--- src/rtl/status_flag_unit_if.sv ---
// rtl/status_flag_unit_if.sv - FIFO flag, W1C/enable register and status/irq signal bundle
// for status_flag_unit. The master drives the peripheral and register inputs; the slave is the unit.
interface status_flag_unit_if #(
    parameter int SW     = 5,
    parameter int NUM_CH = 2,
    parameter int CNT_W  = 4
);
    logic [SW-1:0]           i2c_status;
    logic [NUM_CH-1:0]       fifo_full;
    logic [NUM_CH-1:0]       fifo_empty;
    logic [NUM_CH-1:0]       fifo_wr;
    logic [NUM_CH-1:0]       fifo_rd;
    logic                    clr_we;
    logic [2*NUM_CH-1:0]     clr_data;
    logic                    en_we;
    logic [2*NUM_CH-1:0]     en_data;
    logic [SW+4*NUM_CH-1:0]  status_out;
    logic [2*NUM_CH-1:0]     irq_en_out;
    logic                    irq;
    logic [NUM_CH*CNT_W-1:0] err_cnt;

    modport master (
        output i2c_status, fifo_full, fifo_empty, fifo_wr, fifo_rd,
        output clr_we, clr_data, en_we, en_data,
        input  status_out, irq_en_out, irq, err_cnt
    );

    modport slave (
        input  i2c_status, fifo_full, fifo_empty, fifo_wr, fifo_rd,
        input  clr_we, clr_data, en_we, en_data,
        output status_out, irq_en_out, irq, err_cnt
    );
endinterface

--- src/rtl/status_flag_unit.sv ---
// rtl/status_flag_unit.sv - sticky W1C overflow/underflow status aggregator with maskable irq.
// Define STATUS_ERR_CNT_EN to build the per-channel saturating error counters.
module status_flag_unit #(
    parameter int SW     = 5,
    parameter int NUM_CH = 2,
    parameter int CNT_W  = 4
) (
    input  logic              clk_i,
    input  logic              rst_i,
    status_flag_unit_if.slave bus
);
    localparam int EW = 2 * NUM_CH;

    logic [SW-1:0]          pstat_q;
    logic [NUM_CH-1:0]      full_q;
    logic [NUM_CH-1:0]      empty_q;
    logic [EW-1:0]          sticky_q;
    logic [EW-1:0]          sticky_d;
    logic [EW-1:0]          irq_en_q;
    logic [EW-1:0]          irq_en_d;
    logic [EW-1:0]          ev;
    logic [EW-1:0]          clr_mask;
    logic [SW+4*NUM_CH-1:0] status_vec;

    // Event vector uses the same interleaving as clr_data: even = overflow, odd = underflow.
    always_comb begin
        ev = '0;
        for (int c = 0; c < NUM_CH; c++) begin
            ev[2*c]   = bus.fifo_full[c] & bus.fifo_wr[c];
            ev[2*c+1] = bus.fifo_empty[c] & bus.fifo_rd[c];
        end
        clr_mask = bus.clr_we ? bus.clr_data : '0;
        sticky_d = (sticky_q & ~clr_mask) | ev;
        irq_en_d = bus.en_we ? bus.en_data : irq_en_q;
    end

    always_ff @(posedge clk_i) begin
        if (rst_i) begin
            pstat_q  <= '0;
            full_q   <= '0;
            empty_q  <= '0;
            sticky_q <= '0;
            irq_en_q <= '0;
        end else begin
            pstat_q  <= bus.i2c_status;
            full_q   <= bus.fifo_full;
            empty_q  <= bus.fifo_empty;
            sticky_q <= sticky_d;
            irq_en_q <= irq_en_d;
        end
    end

    always_comb begin
        status_vec         = '0;
        status_vec[SW-1:0] = pstat_q;
        for (int c = 0; c < NUM_CH; c++) begin
            status_vec[SW+4*c]   = empty_q[c];
            status_vec[SW+4*c+1] = full_q[c];
            status_vec[SW+4*c+2] = sticky_q[2*c];
            status_vec[SW+4*c+3] = sticky_q[2*c+1];
        end
    end

    assign bus.status_out = status_vec;
    assign bus.irq_en_out = irq_en_q;
    // Built only from flops so irq tracks status_out exactly with no input-to-irq path.
    assign bus.irq        = |(sticky_q & irq_en_q);

`ifdef STATUS_ERR_CNT_EN
    logic [CNT_W-1:0]        cnt_q [NUM_CH];
    logic [NUM_CH*CNT_W-1:0] cnt_vec;

    // A clear coinciding with an event restarts the count at 1 rather than dropping the event.
    always_ff @(posedge clk_i) begin
        for (int c = 0; c < NUM_CH; c++) begin
            if (rst_i) begin
                cnt_q[c] <= '0;
            end else if (clr_mask[2*c] | clr_mask[2*c+1]) begin
                cnt_q[c] <= (ev[2*c] | ev[2*c+1]) ? CNT_W'(1) : '0;
            end else if ((ev[2*c] | ev[2*c+1]) && (cnt_q[c] != {CNT_W{1'b1}})) begin
                cnt_q[c] <= cnt_q[c] + CNT_W'(1);
            end
        end
    end

    always_comb begin
        cnt_vec = '0;
        for (int c = 0; c < NUM_CH; c++) begin
            cnt_vec[c*CNT_W +: CNT_W] = cnt_q[c];
        end
    end

    assign bus.err_cnt = cnt_vec;
`else
    assign bus.err_cnt = '0;
`endif
endmodule

--- src/flat_wrapper.sv ---
// flat-port wrapper written by rule: the top's interface ports become plain ports
module status_flag_unit_flat 
#(
    parameter int SW     = 5,
    parameter int NUM_CH = 2,
    parameter int CNT_W  = 4
)
  (clk_i, rst_i, bus_i2c_status, bus_fifo_full, bus_fifo_empty, bus_fifo_wr, bus_fifo_rd, bus_clr_we, bus_clr_data, bus_en_we, bus_en_data, bus_status_out, bus_irq_en_out, bus_irq, bus_err_cnt);
  status_flag_unit_if #(.SW(SW), .NUM_CH(NUM_CH), .CNT_W(CNT_W)) bus_i ();
  input  logic clk_i;
  input  logic rst_i;
  input wire logic [$bits(bus_i.i2c_status)-1:0] bus_i2c_status;
  input wire logic [$bits(bus_i.fifo_full)-1:0] bus_fifo_full;
  input wire logic [$bits(bus_i.fifo_empty)-1:0] bus_fifo_empty;
  input wire logic [$bits(bus_i.fifo_wr)-1:0] bus_fifo_wr;
  input wire logic [$bits(bus_i.fifo_rd)-1:0] bus_fifo_rd;
  input wire logic [$bits(bus_i.clr_we)-1:0] bus_clr_we;
  input wire logic [$bits(bus_i.clr_data)-1:0] bus_clr_data;
  input wire logic [$bits(bus_i.en_we)-1:0] bus_en_we;
  input wire logic [$bits(bus_i.en_data)-1:0] bus_en_data;
  output wire logic [$bits(bus_i.status_out)-1:0] bus_status_out;
  output wire logic [$bits(bus_i.irq_en_out)-1:0] bus_irq_en_out;
  output wire logic [$bits(bus_i.irq)-1:0] bus_irq;
  output wire logic [$bits(bus_i.err_cnt)-1:0] bus_err_cnt;
  assign bus_i.i2c_status = bus_i2c_status;
  assign bus_i.fifo_full = bus_fifo_full;
  assign bus_i.fifo_empty = bus_fifo_empty;
  assign bus_i.fifo_wr = bus_fifo_wr;
  assign bus_i.fifo_rd = bus_fifo_rd;
  assign bus_i.clr_we = bus_clr_we;
  assign bus_i.clr_data = bus_clr_data;
  assign bus_i.en_we = bus_en_we;
  assign bus_i.en_data = bus_en_data;
  assign bus_status_out = bus_i.status_out;
  assign bus_irq_en_out = bus_i.irq_en_out;
  assign bus_irq = bus_i.irq;
  assign bus_err_cnt = bus_i.err_cnt;
  status_flag_unit #(.SW(SW), .NUM_CH(NUM_CH), .CNT_W(CNT_W)) u_core (.clk_i(clk_i), .rst_i(rst_i), .bus(bus_i));
endmodule
--- config.mk ---
export PLATFORM = sky130hd
export DESIGN_NAME = status_flag_unit_flat
export DESIGN_NICKNAME = d
export VERILOG_FILES = /design/src/rtl/status_flag_unit_if.sv /design/src/rtl/status_flag_unit.sv /design/src/flat_wrapper.sv
export SDC_FILE = /design/constraint.sdc
export NUM_CORES = 1
export LEC_CHECK = 0
export ABC_CLOCK_PERIOD_IN_PS = 800
export CORE_MARGIN = 4
export CORE_UTILIZATION = 29
export CTS_BUF_LIST = sky130_fd_sc_hd__clkbuf_4 sky130_fd_sc_hd__clkbuf_8 sky130_fd_sc_hd__clkbuf_16
export DETAILED_ROUTE_END_ITERATION = 8
export GPL_ROUTABILITY_DRIVEN = 1
export HOLD_SLACK_MARGIN = 0.08
export PLACE_DENSITY = 0.78
export REMOVE_ABC_BUFFERS = 1
export SYNTH_ARGS = -nofsm -noshare
export SYNTH_HDL_FRONTEND = slang
export SYNTH_SLANG_ARGS = --single-unit
--- constraint.sdc ---
create_clock -name clk_i -period 0.8 [get_ports clk_i]
set_input_delay 0.08 -clock clk_i [delete_from_list [all_inputs] [get_ports clk_i]]
set_output_delay 0.08 -clock clk_i [all_outputs]
set_load 0.005 [all_outputs]
* Yosys cells after proc, flatten, opt, wreduce, memory -nomap -nowiden *
Cells that the tools add are included.

word-level totals
  bits of input ports = 25
  word-level logic and storage cells = 15
  output and inout port bits = 26
  bits in registers = 17

cells by class
  bitwise gates (word level) = 8
  mux-type cells = 1
  reduce and logical (&&, ||, !) cells = 1

operator list
  cell             count
  $and 4x4->4      2
  $and 1x1->1      4
  $mux 4           1
  $not 4->4        1
  $or 4x4->4       1
  $reduce_or 4->1  1

* Logic depth before layout (Yosys ltp) *
Gate-level depths: netlist of run 1.

  depth in word-level cells = 4
  depth in mapped cells = 3
  mapped depth without buffers = 2

* Worst setup path before layout of run 1 *
No wires, ideal clock.

  kind = register to register
  start point = register u_core.sticky_q[0]
  end point = register u_core.sticky_q[0]
  arrival = 0.653 ns
  path slack = 0.081 ns
  stages on the path, launching flop included = 3
  setup time = 0.066 ns
  required time = 0.734 ns
  buffers on the path = 0
  clock period less this slack = 0.719 ns
  cells stage by stage = dfxtp_1 a21bo_1 a21oi_2

between the ends
  longest elaborated chain between the ends = 2

RTL lines
  what                      RTL line                text
  start: declaration        status_flag_unit.sv:17  logic [EW-1:0] sticky_q;
  start signal: assignment  status_flag_unit.sv:48  sticky_q <= sticky_d;
  $and 4x4->4               status_flag_unit.sv:33  sticky_d = (sticky_q & ~clr_mask) | ev;
  $or 4x4->4                status_flag_unit.sv:33

No other way between the ends.
A chain may end at the register's enable or synchronous reset.

* Worst setup path after layout of run 1 *
  start point = register u_core.irq_en_q[1], in the netlist u_core.bus.irq_en_out[1]
  end point = output bus_irq

between the ends
  longest elaborated chain between the ends = 2

RTL lines
  what                      RTL line                text
  start: declaration        status_flag_unit.sv:19  logic [EW-1:0] irq_en_q;
  start signal: assignment  status_flag_unit.sv:49  irq_en_q <= irq_en_d;
  $and 4x4->4               status_flag_unit.sv:67  assign bus.irq = |(sticky_q & irq_en_q);
  $reduce_or 4->1           status_flag_unit.sv:67
  end: declaration          flat_wrapper.sv:23      output wire logic [$bits(bus_i.irq)-1:0] bus_irq;

No other way between the ends.

==> results of run 1 <==
stage by stage:
stage	hold WS [ns]	instances	TNS [ns]	total power (µW)	instance area, µm²
floorplan	0.142	57	0	1020	598
global placement	0.573	135	-5.51	1320	1140
detailed placement	0.592	135	-5.77	1320	1140
CTS	0.328	140	-1.36	1780	1170
global route	0.240	140	-1.97	1860	1190
finish	0.233	140	-1.18	1750	1190
routing by layer:
metal / global-route usage (%) / vias to the layer above / share of wire [%]
li1: - / 284 / -
met1: 12.8 / 259 / 43
met2: 18.4 / 35 / 46
met3: 5.83 / 2 / 11
met4: 4.17 / 0 / 0.35
met5: 0 / - / 0
power breakdown:
| group | switching, µW | internal, µW |
|---|---|---|
| combinational | 118 | 267 |
| sequential | 26.3 | 901 |
| clock | 258 | 185 |
layout make-up:
| class | count | area share [%] |
|---|---|---|
| Timing Repair Buffer | 52 | 42.7 |
| Sequential cell | 17 | 29.7 |
| Multi-Input combinational cell | 40 | 22.5 |
| Tap cell | 27 | 2.84 |
| Clock buffer | 3 | 1.89 |
| Clock inverter | 1 | 0.421 |
state kept, by name, summed over array words and instances (netlist names):
signal	flops
u_core.full_q	2
u_core.bus.irq_en_out	4
u_core.empty_q	2
u_core.sticky_q	4
u_core.pstat_q	5
worst max-delay path, delay by kind of cell, from the launching register on:
family	cells	cell delay, ns
AO/OA/AOI/OAI	1	0.17
buffers and inverters	1	0.12
flip-flops	1	0.33
AND/OR/NAND/NOR	1	0.07
worst paths after layout:
check	cells past startpoint	end
worst max register to register	4	u_core.bus.irq_en_out[1]
worst min register to register	3	u_core.bus.irq_en_out[2]
worst max-delay path	3	bus_irq
worst min-delay path	3	u_core.bus.irq_en_out[2]
placed cells by master, fill, tap and decap left out, drive strengths merged:
cell / synthesis / final
a21bo: 4 / 4
a21oi: 4 / 4
a22oi: 2 / 2
and2b: 6 / 6
buf: 10 / 28
clkbuf: 0 / 3
clkdlybuf4s50: 0 / 23
clkinv: 0 / 1
conb: 1 / 8
dfxtp: 17 / 17
dlymetal6s2s: 0 / 1
mux2i: 4 / 4
nand2: 5 / 5
nor2: 4 / 4
nor2b: 3 / 3
logic make-up (layout without fill, tap and decap cells):
kind of cell,Yosys count,in the layout
other cells,1,8
mux,4,4
compound gates,10,10
buf+inv,10,56
flops,17,17
simple gates,18,18
timing repair:
| item | 4_1_cts | 5_1_grt |
|---|---|---|
| buffers inserted | 1 | 3 |
| resized for setup | 93 | 9 |
| pin swaps | 3 | 1 |
| setup endpoints to repair | 20 | 22 |
| hold buffers | 0 | 0 |
| hold endpoints to repair | 0 | 0 |
==> results.py, run 1 <==
metrics = {
    "worst_setup_path": {
        "path_max_fanout": 2,
        "worst_path_max_delay_cell": "dfxtp_2",
        "worstPathRequired_ns": 0.72,
        "end_kind": "primary output",
        "setup.worst_path.start": "u_core.bus.irq_en_out[1]",
        "crit_type": "reg -> out",
        "cp_slowest_stage_delay_ns": 0.33,
        "worstSetupStartpointType": "register",
        "r2r-start": "u_core.bus.irq_en_out[1]",
        "reg2reg_setup_slack_ns": -0.03,
        "cp_cell_sequence": "a22oi_2 > nand2_1 > buf_2",
        "cp.arrival_ns": 0.97,
    },
    "synth": {
        "syn_area_um2": 651,
        "synth_top_area_share_pct": 52.3,
        "yosys.area_share.xor_xnor_pct": 0,
        "synth_compound_area_share_pct": 13.8,
        "synth_area_per_cell_um2": 10.8,
        "ys_ff_latch": 17,
        "synth-simple-area-share_pct": 15.0,
        "synthCells": 60,
        "synth_cell_types": 12,
        "synth_most_common_cell": "dfxtp_1",
        "synth_top_family_by_area": "simple AND/OR/NAND/NOR gates",
        "yosys_warnings": 0,
        "synthMuxAreaShare_pct": 6.15,
        "yosysSeqAreaShare_pct": 52.3,
        "ys_top_cells_by_count": "dfxtp_1 (17), buf_4 (9), and2b_1 (6)",
        "synth_area_leader_cell": "dfxtp_1",
        "synth_fa_ha_area_share_pct": 0,
        "synthTopCellsByArea": "dfxtp_1 (52%), buf_4 (10%), and2b_1 (6.9%), a21bo_1 (6.2%), mux2i_1 (6.2%)",
        "synth-edff-count": 0,
        "ys_async_sr_fraction_pct": 0,
        "synthFlopType": "dfxtp_1",
    },
    "placed_design": {
        "dpl_worst_slack_ns": -0.296,
        "dp_hpwl_um": 1350,
        "io_buffers": 42,
        "gp_congestion": 0.737,
    },
    "die": {
        "die_w_um": 55.4,
        "ioPinCount": 51,
        "dieArea_um2": 3070,
        "placement_rows": 16,
        "die-height_um": 55.4,
        "core-area_um2": 2040,
        "initial_core_util_pct": 31.9,
    },
    "global_route": {
        "antenna_found_initial": 0,
        "grt_max_degree": 13,
        "grt_first_pass_wirelength_um": 2770,
        "grt_overflow": 0,
        "grt.total_usage_pct": 11.4,
        "grt_pass1_vias": 585,
    },
    "cts": {
        "cts_sinks": 17,
        "clk_pin_slew_worst_paths_ns": 0.10,
        "cts_tree": "yes",
        "cts_buffers": 3,
        "cts_max_level": 1,
        "root_buffer": "clkbuf_4",
        "insertion_delay_ns": 0.28,
        "cts_buffer_depth": 2,
    },
    "drt": {
        "num_vias": 580,
        "postRouteAntennaNets": 0,
        "first_pass_iters": 2,
        "drt_iter0_markers": 3,
        "wl_um": 1720,
        "drc": 0,
        "wl_per_cell_um": 12.3,
        "via_per_inst": 4.14,
    },
    "pwr": {
        "ir_worst_vdd_mv": 0.838,
        "p_per_area_nw_per_um2": 1470,
        "leakagePower_uw": 0.000565,
    },
    "final_layout": {
        "fillers": 185,
        "n_antenna_cell": 0,
        "drive_above_1_share_pct": 42.5,
        "final_util_pct": 58.3,
        "multi_input_area_um2": 268,
        "seq_area_um2": 353,
        "areaGrowthSynthToFinish_pct": 82.9,
        "fin_nets": 139,
    },
    "min_path": {
        "hold_path.class": "in -> reg",
        "min_from": "bus_en_we",
    },
    "sta": {
        "finalHoldViolCount": 0,
        "timing.fmax_ghz": 0.952,
        "worst_clock_skew_ns": 0,
        "fin_crit_ns": 1.05,
        "setup_viol": 13,
        "min_period_over_period_pct": 131,
        "slew_viol_final": 0,
        "setup_slack_ns": -0.251,
        "rsz0062_at_grt": "true",
    },
    "status": {
        "outcome": "finished with violations",
        "failed_checks": "negative setup slack",
    },
    "flow_run": {
        "maxCapViolCount": 0,
    },
}
Power figures use the tool's default switching activity.
==> inputs of run 2 (changes only) <==
--- a/config.mk
+++ b/config.mk
@@ -14,6 +14,7 @@
 export HOLD_SLACK_MARGIN = 0.08
 export PLACE_DENSITY = 0.78
 export REMOVE_ABC_BUFFERS = 1
+export SLEW_MARGIN = 10
 export SYNTH_ARGS = -nofsm -noshare
 export SYNTH_HDL_FRONTEND = slang
 export SYNTH_SLANG_ARGS = --single-unit
==> results of run 2 <==
Final layout, timing and power as in run 1 (identical DEF).
